[config.mk]
export PLATFORM = sky130hd
export DESIGN_NAME = spi_master_flat
export DESIGN_NICKNAME = d
export VERILOG_FILES = /design/src/rtl/spi_master_if.sv /design/src/rtl/spi_master.sv /design/src/flat_wrapper.sv
export SDC_FILE = /design/constraint.sdc
export NUM_CORES = 1
export LEC_CHECK = 0
export BUFFER_PORTS_ARGS = -buffer_cell sky130_fd_sc_hd__buf_2
export CAP_MARGIN = 20
export CORE_ASPECT_RATIO = 0.6
export CORE_MARGIN = 3
export CORE_UTILIZATION = 62
export DETAILED_ROUTE_END_ITERATION = 16
export GPL_TIMING_DRIVEN = 1
export PLACE_DENSITY = 0.85
export SYNTH_ARGS = -nofsm -noshare
export SYNTH_HDL_FRONTEND = slang
export SYNTH_SLANG_ARGS = --single-unit
[constraint.sdc]
create_clock -name clk -period 8.8 [get_ports clk]
set_input_delay 1.32 -clock clk [delete_from_list [all_inputs] [get_ports clk]]
set_output_delay 1.32 -clock clk [all_outputs]
set_load 0.1 [all_outputs]
[src/rtl/spi_master_if.sv]
// Bundles the host-side frame handshake and the SPI pins of the Remora link master.
interface spi_master_if #(
    parameter int BUFFER_SIZE = 64
);
    logic                   start;
    logic [BUFFER_SIZE-1:0] tx_data;
    logic                   busy;
    logic                   done;
    logic [BUFFER_SIZE-1:0] rx_data;
    logic                   rx_ok;
    logic                   SPI_SCK;
    logic                   SPI_SSEL;
    logic                   SPI_MOSI;
    logic                   SPI_MISO;

    modport master (
        input  start, tx_data, SPI_MISO,
        output busy, done, rx_data, rx_ok, SPI_SCK, SPI_SSEL, SPI_MOSI
    );

    modport slave (
        output start, tx_data, SPI_MISO,
        input  busy, done, rx_data, rx_ok, SPI_SCK, SPI_SSEL, SPI_MOSI
    );
endinterface

[src/rtl/spi_master.sv]
// Fixed-length full-duplex SPI mode-0 frame master for the Remora link.
// All SPI pins come straight from registers; MISO passes a 2-FF synchroniser.
module spi_master #(
    parameter int          BUFFER_SIZE = 64,
    parameter logic [31:0] RX_MSGID    = 32'h74697277,
    parameter int          CLK_DIV     = 4,
    parameter int          CS_SETUP    = 4,
    parameter int          CS_HOLD     = 4,
    parameter int          CS_GAP      = 4
) (
    input logic        clk,
    input logic        rst_n,
    spi_master_if.master bus
);
    typedef enum logic [2:0] {IDLE, SETUP, LOW, HIGH, HOLD, GAP} state_t;

    state_t                 state_q, state_d;
    logic [15:0]            tmr_q, tmr_d;
    logic [15:0]            bitcnt_q, bitcnt_d;
    logic [BUFFER_SIZE-1:0] tx_sh_q, tx_sh_d;
    logic [BUFFER_SIZE-1:0] rx_sh_q, rx_sh_d;
    logic [BUFFER_SIZE-1:0] rx_data_q, rx_data_d;
    logic                   rx_ok_q, rx_ok_d;
    logic                   done_q, done_d;
    logic                   busy_q, busy_d;
    logic                   sck_q, sck_d;
    logic                   ssel_q, ssel_d;
    logic                   mosi_q, mosi_d;
    logic                   miso_s1_q, miso_s2_q;

    logic                   tmr_end;
    logic [16:0]            bit_nx;
    logic                   more_bits;

    assign tmr_end   = (tmr_q == 16'd0);
    assign bit_nx    = {1'b0, bitcnt_q} + 17'd1;
    assign more_bits = (bit_nx < 17'(BUFFER_SIZE));

    always_ff @(posedge clk or negedge rst_n) begin
        if (!rst_n) begin
            state_q   <= IDLE;
            tmr_q     <= '0;
            bitcnt_q  <= '0;
            tx_sh_q   <= '0;
            rx_sh_q   <= '0;
            rx_data_q <= '0;
            rx_ok_q   <= 1'b0;
            done_q    <= 1'b0;
            busy_q    <= 1'b0;
            sck_q     <= 1'b0;
            ssel_q    <= 1'b1;
            mosi_q    <= 1'b0;
            miso_s1_q <= 1'b0;
            miso_s2_q <= 1'b0;
        end else begin
            state_q   <= state_d;
            tmr_q     <= tmr_d;
            bitcnt_q  <= bitcnt_d;
            tx_sh_q   <= tx_sh_d;
            rx_sh_q   <= rx_sh_d;
            rx_data_q <= rx_data_d;
            rx_ok_q   <= rx_ok_d;
            done_q    <= done_d;
            busy_q    <= busy_d;
            sck_q     <= sck_d;
            ssel_q    <= ssel_d;
            mosi_q    <= mosi_d;
            miso_s1_q <= bus.SPI_MISO;
            miso_s2_q <= miso_s1_q;
        end
    end

    always_comb begin
        state_d = state_q;
        case (state_q)
            IDLE:    if (bus.start) state_d = SETUP;
            SETUP:   if (tmr_end)   state_d = LOW;
            LOW:     if (tmr_end)   state_d = HIGH;
            HIGH:    if (tmr_end)   state_d = more_bits ? LOW : HOLD;
            HOLD:    if (tmr_end)   state_d = GAP;
            GAP:     if (tmr_end)   state_d = IDLE;
            default:                state_d = IDLE;
        endcase
    end

    always_comb begin
        tx_sh_d   = tx_sh_q;
        rx_sh_d   = rx_sh_q;
        rx_data_d = rx_data_q;
        rx_ok_d   = rx_ok_q;
        done_d    = 1'b0;
        busy_d    = busy_q;
        sck_d     = sck_q;
        ssel_d    = ssel_q;
        mosi_d    = mosi_q;
        bitcnt_d  = bitcnt_q;

        // Each timed state loads its terminal count on entry and counts down to zero.
        if (state_d != state_q) begin
            case (state_d)
                SETUP:   tmr_d = 16'(CS_SETUP - 1);
                LOW:     tmr_d = 16'(CLK_DIV - 1);
                HIGH:    tmr_d = 16'(CLK_DIV - 1);
                HOLD:    tmr_d = 16'(CS_HOLD - 1);
                GAP:     tmr_d = 16'(CS_GAP - 1);
                default: tmr_d = 16'd0;
            endcase
        end else if (!tmr_end) begin
            tmr_d = tmr_q - 16'd1;
        end else begin
            tmr_d = tmr_q;
        end

        case (state_q)
            IDLE: begin
                if (bus.start) begin
                    tx_sh_d  = bus.tx_data;
                    mosi_d   = bus.tx_data[BUFFER_SIZE-1];
                    ssel_d   = 1'b0;
                    busy_d   = 1'b1;
                    bitcnt_d = '0;
                end
            end
            LOW: begin
                if (tmr_end) sck_d = 1'b1;
            end
            HIGH: begin
                if (tmr_end) begin
                    rx_sh_d  = {rx_sh_q[BUFFER_SIZE-2:0], miso_s2_q};
                    sck_d    = 1'b0;
                    bitcnt_d = bit_nx[15:0];
                    if (more_bits) begin
                        tx_sh_d = tx_sh_q << 1;
                        mosi_d  = tx_sh_q[BUFFER_SIZE-2];
                    end else begin
                        mosi_d  = 1'b0;
                    end
                end
            end
            HOLD: begin
                if (tmr_end) begin
                    ssel_d    = 1'b1;
                    rx_data_d = rx_sh_q;
                    rx_ok_d   = (rx_sh_q[BUFFER_SIZE-1 -: 32] == RX_MSGID);
                    done_d    = 1'b1;
                end
            end
            GAP: begin
                if (tmr_end) busy_d = 1'b0;
            end
            default: ;
        endcase
    end

    assign bus.busy     = busy_q;
    assign bus.done     = done_q;
    assign bus.rx_data  = rx_data_q;
    assign bus.rx_ok    = rx_ok_q;
    assign bus.SPI_SCK  = sck_q;
    assign bus.SPI_SSEL = ssel_q;
    assign bus.SPI_MOSI = mosi_q;
endmodule

[src/flat_wrapper.sv]
// flat-port wrapper written by rule: the top's interface ports become plain ports
module spi_master_flat 
#(
    parameter int          BUFFER_SIZE = 64,
    parameter logic [31:0] RX_MSGID    = 32'h74697277,
    parameter int          CLK_DIV     = 4,
    parameter int          CS_SETUP    = 4,
    parameter int          CS_HOLD     = 4,
    parameter int          CS_GAP      = 4
)
  (clk, rst_n, bus_start, bus_tx_data, bus_SPI_MISO, bus_busy, bus_done, bus_rx_data, bus_rx_ok, bus_SPI_SCK, bus_SPI_SSEL, bus_SPI_MOSI);
  spi_master_if #(.BUFFER_SIZE(BUFFER_SIZE)) bus_i ();
  input logic clk;
  input logic rst_n;
  input wire logic [$bits(bus_i.start)-1:0] bus_start;
  input wire logic [$bits(bus_i.tx_data)-1:0] bus_tx_data;
  input wire logic [$bits(bus_i.SPI_MISO)-1:0] bus_SPI_MISO;
  output wire logic [$bits(bus_i.busy)-1:0] bus_busy;
  output wire logic [$bits(bus_i.done)-1:0] bus_done;
  output wire logic [$bits(bus_i.rx_data)-1:0] bus_rx_data;
  output wire logic [$bits(bus_i.rx_ok)-1:0] bus_rx_ok;
  output wire logic [$bits(bus_i.SPI_SCK)-1:0] bus_SPI_SCK;
  output wire logic [$bits(bus_i.SPI_SSEL)-1:0] bus_SPI_SSEL;
  output wire logic [$bits(bus_i.SPI_MOSI)-1:0] bus_SPI_MOSI;
  assign bus_i.start = bus_start;
  assign bus_i.tx_data = bus_tx_data;
  assign bus_i.SPI_MISO = bus_SPI_MISO;
  assign bus_busy = bus_i.busy;
  assign bus_done = bus_i.done;
  assign bus_rx_data = bus_i.rx_data;
  assign bus_rx_ok = bus_i.rx_ok;
  assign bus_SPI_SCK = bus_i.SPI_SCK;
  assign bus_SPI_SSEL = bus_i.SPI_SSEL;
  assign bus_SPI_MOSI = bus_i.SPI_MOSI;
  spi_master #(.BUFFER_SIZE(BUFFER_SIZE), .RX_MSGID(RX_MSGID), .CLK_DIV(CLK_DIV), .CS_SETUP(CS_SETUP), .CS_HOLD(CS_HOLD), .CS_GAP(CS_GAP)) u_core (.clk(clk), .rst_n(rst_n), .bus(bus_i));
endmodule
==> metrics, run 1 <==
status=complete, no violations; largest area contributor in the netlist=dfrtp_1; Total Nets Final=1206; wire per inst=16.2 um; CTS H-tree lvls=1; minimum clock period=3.87 ns; n_diodes=0; type of the worst setup path=flop to flop; Syn-to-layout area delta=14.5%; largest net degree at the start of global routing=84; sequential fraction of the synthesis area=0.571; WP data required=9.15 ns; Startpoint Class=flop; detailed-route via count=7775; Pleak=6.41 nW; final routed DRC violation total=0; total track usage=0.244; Setup Buffers After CTS=0; cts bufs inserted=21; layout cells sized above 1=0.200; FF-to-FF End=u_core.bitcnt_q[7]$_DFFE_PN0P_; root buffer cell=clkbuf_16; GRT Residual Overflow=0; Worst slew margin=0.301; clock transition at the registers of the reported paths=0.07 ns; worst-skew pair later-pin latency=0.50 ns; Mapped Avg Cell Area=9.94 um2; Max Cap Viol=0; Clock Path Buffers=3; setup violators final=0; Synth cell types=51; DRT iter0 DRCs=631; number of synthesized register bits=234; core area=15800 um2; number of synthesis warnings=0; post-DR vias/cell=5.74; Hold/Removal Path Class=flop to flop; placed cells=1315; total wire length=21.9 mm; worst setup margin=4.93 ns; clk_skew=0.0116 ns; worst slack at placement=5.00 ns; WP data arrival=4.22 ns; port buffer count=137; Crit Path Max Fanout=80; HP Start=u_core.miso_s1_q$_DFF_PN0_; hold_buf cts=0; Worst Hold Path EP=u_core.miso_s2_q$_DFF_PN0_; final hold vios=0; Pins Over Slew Limit=0; Yosys top cell area share=0.568; CTS tree=done; largest vdd supply drop=0.165 mV; Reg2Reg Depth=8; pwr/cell area=256 nW/um2; placement row count=35; die width=172 um; Synth Instances=1032; Worst setup EP type=flop; post-route ant nets=0; post-layout util=0.745; Fin Hold WS=0.355 ns; initial antenna violation count=1; Hold Path Depth=0; Slew @ Worst Pin=1.05 ns; setup slack, reg-to-reg=4.93 ns; total power=3.00 mW; Synth Flop Type=dfrtp_1; Sink Count=234; # IOs=138; RSZ-0062 raised after global routing=false; maximum clock frequency=258 MHz; first-pass GRT wire length=36.6 mm; Initial DRT Pass Iterations=5; DP HPWL=13.6 mm; Post-synth EDFFs=0; Mapped Nets=1102; most common cell after layout, fill and taps aside=nand2_1; Die Footprint=18200 um2; Mapped Area=10300 um2; post-CTS sizing=0; vias in the first global route=7285; largest cells by area after synthesis=dfrtp_1, nand2_1, mux2i_1; most frequent cells in the layout=nand2_1, dfrtp_1, buf_2, o21ai_0, nand3_1; final setup TNS=0 ns; Post-synth ARST share=1.00; Worst R2R Start=u_core.tmr_q[3]$_DFFE_PN0P_; Tcrit/Tclk final=0.440; starting density of the core=0.651; Placement Cell Area=11000 um2; Layout Cells excl Fill=1354; Die Y=106 um; Post-Layout Inst Area=11700 um2; GP Congestion=0.878
[logic make-up (layout without fill, tap and decap cells)]
family | after synthesis | in the layout | synth area share
AOI/OAI and AO/OA | 121 | 121 | 0.0643
xor gates and xnor gates | 14 | 14 | 0.0120
adders and majority gates | 2 | 2 | 0.00244
buffers and inverters | 72 | 191 | 0.0326
DFF | 234 | 234 | 0.571
muxes | 97 | 97 | 0.110
and+or+nand+nor | 492 | 492 | 0.208
[where the power goes]
group          internal (mW)  leakage (nW)  switching, mW
sequential              1.26          3.14          0.154
clock                  0.550         0.353          0.391
combinational          0.282          2.92          0.368
total                   2.09          6.41          0.913
[worst max-delay path, cell delays in order (launching register included)]
cell,delay [ns]
dfrtp_1,0.43
or4_4,0.56
or4_1,0.59
or2_1,0.40
nor2_4,0.15
buf_4,0.63
nor2_1,0.42
o21ai_0,0.34
o31ai_1,0.12
[flip-flops by register name, summed over array words and instances (netlist names)]
register             flops
u_core.bus.busy          1
u_core.bitcnt_q         16
u_core.bus.rx_ok         1
u_core.tx_sh_q          63
u_core.bus.done          1
u_core.bus.SPI_SCK       1
u_core.miso_s1_q         1
u_core.state_q           3
u_core.bus.rx_data      64
u_core.bus.SPI_MOSI      1
u_core.rx_sh_q          64
u_core.tmr_q            16
u_core.bus.SPI_SSEL      1
u_core.miso_s2_q         1
[cell usage after synthesis (all sizes together), types with 2 or more instances]
cell type  instances
mux2i             65
xor2               9
a311oi             2
or2                3
nand4              6
nor4              10
nor4bb             2
xnor2              5
nor2b              2
or4b               2
inv                6
or3                6
nor3              14
dfrtp            233
and3               3
a211oi             2
or4                3
buf               22
a31oi              3
ha                 2
nand2            314
nor2              42
nor4b              2
clkbuf            44
o31ai              2
a21oi             14
o21ai             89
mux2              32
nand4b             3
nand3             73
nand2b             5
[metal layers]
layer  wire (um)  global-route usage
met2       10000               0.363
met4         314              0.0535
met5          13                   0
met1       10400               0.376
met3        1270              0.0450
[worst max-delay path by stage]
| stage | start | endpoint | slack [ns] |
|---|---|---|---|
| 3_5_place_dp | u_core.tmr_q[3]$_DFFE_PN0P_ | u_core.bus.rx_data[9]$_DFFE_PN0P_ | 5.00 |
| 2_1_floorplan | u_core.tmr_q[3]$_DFFE_PN0P_ | u_core.bus.rx_data[32]$_DFFE_PN0P_ | 5.86 |
| 4_1_cts | u_core.tmr_q[3]$_DFFE_PN0P_ | u_core.bitcnt_q[7]$_DFFE_PN0P_ | 4.99 |
| 3_3_place_gp | u_core.tmr_q[3]$_DFFE_PN0P_ | u_core.tx_sh_q[21]$_DFFE_PN0P_ | 5.17 |
| 5_1_grt | u_core.tmr_q[3]$_DFFE_PN0P_ | u_core.bus.rx_data[9]$_DFFE_PN0P_ | 4.77 |
| 6_report | u_core.tmr_q[3]$_DFFE_PN0P_ | u_core.bitcnt_q[7]$_DFFE_PN0P_ | 4.93 |
[cell type report]
class,instances,area (um2)
clock inverter,9,104
clock buffer,29,616
multi-input combinational,726,4110
sequential,234,5860
timing repair buffer,147,783
fill,1077,4020
inverter,6,22.5
tap,203,254
Note: power is estimated with default switching activity, not from simulation.
==> inputs of run 2 (changes only) <==
--- a/config.mk
+++ b/config.mk
@@ -9,10 +9,10 @@
 export CAP_MARGIN = 20
 export CORE_ASPECT_RATIO = 0.6
 export CORE_MARGIN = 3
-export CORE_UTILIZATION = 62
+export CORE_UTILIZATION = 52
 export DETAILED_ROUTE_END_ITERATION = 16
 export GPL_TIMING_DRIVEN = 1
-export PLACE_DENSITY = 0.85
+export PLACE_DENSITY = 0.76
 export SYNTH_ARGS = -nofsm -noshare
 export SYNTH_HDL_FRONTEND = slang
 export SYNTH_SLANG_ARGS = --single-unit
==> constraint.sdc (replaced) <==
create_clock -name clk -period 3.4 [get_ports clk]
set_input_delay 0.51 -clock clk [delete_from_list [all_inputs] [get_ports clk]]
set_output_delay 0.51 -clock clk [all_outputs]
set_load 0.1 [all_outputs]
==> run 2 against run 1 <==
Maximum frequency is 28% higher. Worst setup slack got worse by 4.5 ns. Non-clock buffer count is 14 higher. Sequential cell count stayed put. Critical path depth stayed put. Final area rose by 3.2%. Clock-buffer cell count down 1. Utilization fell by 11 points.
==> metrics, run 2 (synthesis results as in run 1) <==
first-pass GRT wire length=37.3 mm; hold_buf cts=1; filler cell count=1568; Slew @ Worst Pin=0.935 ns; final routed DRC violation total=0; Tcrit/Tclk final=0.888; total power=8.20 mW; pwr/cell area=677 nW/um2; register area=5860 um2; core area=19200 um2; post-layout util=0.632; Total Nets Final=1222; Clock Power Share=0.345; Pins Over Slew Limit=0; root buffer cell=clkbuf_16; RSZ-0062 raised after global routing=false; Net Switching=2.42 mW; Multi-input gate area=4110 um2; WP data required=3.79 ns; final hold vios=0; status=complete, no violations; cts bufs inserted=23; minimum clock period=3.02 ns; worst slack at placement=0.407 ns; detailed-route via count=7675; worst-skew pair later-pin latency=0.51 ns; placement row count=39; Hold/Removal Path Class=input pin to flop; Crit Path Max Fanout=43; GRT Residual Overflow=0; Layout Cells excl Fill=1437; Setup Buffers After CTS=0; total wire length=22.5 mm; DP HPWL=14.5 mm; combinational power share=0.209; Fin Hold WS=0.129 ns; clk_skew=0.0144 ns; Clock Path Buffers=3; post-DR vias/cell=5.34; Pleak=6.56 nW; largest vdd supply drop=0.396 mV; # IOs=138; Flop pwr share=0.446; final setup TNS=0 ns; port buffer count=137; worst setup margin=0.381 ns; CTS H-tree lvls=1; Sink Count=234; post-CTS sizing=0; starting density of the core=0.535; Die Footprint=21500 um2; Post-Layout Inst Area=12100 um2; placed cells=1392; GP Congestion=0.860; Startpoint Class=flop; Die Y=115 um; die width=187 um; clock transition at the registers of the reported paths=0.06 ns; Placement Cell Area=11300 um2; CTS tree=done; Worst setup EP type=flop; post-route ant nets=0; initial antenna violation count=0; most frequent cells in the layout=nand2_1, dfrtp_1, buf_2, o21ai_0, nand3_1; Worst slew margin=0.376; wire per inst=15.7 um; maximum clock frequency=331 MHz; setup violators final=0; most common cell after layout, fill and taps aside=nand2_1; layout cells sized above 1=0.211; Initial DRT Pass Iterations=7; total track usage=0.208; Syn-to-layout area delta=18.1%; largest net degree at the start of global routing=72; vias in the first global route=7280; DRT iter0 DRCs=603; Max Cap Viol=0; type of the worst setup path=flop to flop; WP data arrival=3.41 ns; Switching Fraction=0.295; Internal Dissipation=5.78 mW
[run 2: layout make-up]
class / instances / share of cell area
clock inverters: 14 / 0.0187
flip-flops and latches: 234 / 0.483
multi-input cells: 726 / 0.339
repair buffers: 161 / 0.0776
well taps: 266 / 0.0275
inverters: 6 / 0.00186
clock buffers: 28 / 0.0515
diodes: 2 / 0.000413
[run 2: path summary, 6_finish.rpt]
| path | startpoint | endpoint | slack [ns] | cells after the start |
|---|---|---|---|---|
| setup / recovery | u_core.tmr_q[3]$_DFFE_PN0P_ | u_core.bitcnt_q[3]$_DFFE_PN0P_ | 0.38 | 8 |
| hold / removal | bus_SPI_MISO | u_core.miso_s1_q$_DFF_PN0_ | 0.13 | 1 |
| setup reg to reg | u_core.tmr_q[3]$_DFFE_PN0P_ | u_core.bitcnt_q[3]$_DFFE_PN0P_ | 0.38 | 8 |
| hold reg to reg | u_core.miso_s1_q$_DFF_PN0_ | u_core.miso_s2_q$_DFF_PN0_ | 0.38 | 0 |
| max in group asynchronous | rst_n | u_core.rx_sh_q[53]$_DFFE_PN0P_ | 1.96 | 3 |
| min in group asynchronous | rst_n | u_core.tx_sh_q[11]$_DFFE_PN0P_ | 0.57 | 2 |
[run 2: worst max-delay path: stages (launching register included)]
cell and delay, ns:
dfrtp_1 0.43, or4_4 0.56, or4_1 0.58, or2_1 0.32, nor2_4 0.21, buf_4 0.43
nand4_1 0.17, xor2_1 0.16, nor2_1 0.05
[run 2: per-layer routing]
layer / vias to the layer above / track usage / wire length, um / share of wire
li1: 3723 / - / - / -
met1: 3738 / 0.332 / 11600 / 0.51
met2: 190 / 0.300 / 9440 / 0.42
met3: 24 / 0.0393 / 1220 / 0.054
met4: 0 / 0.0352 / 263 / 0.012
met5: - / 0 / 0 / 0
[run 2: power groups by stage]
stage	clock network [mW]	registers, mW	logic [mW]
final	2.83	3.65	1.72
after CTS	2.89	3.64	1.73
after floorplan	0	3.64	1.29
after global routing	3.01	3.72	1.93
after detailed placement	0	3.69	1.72
after global placement	0	3.67	1.66
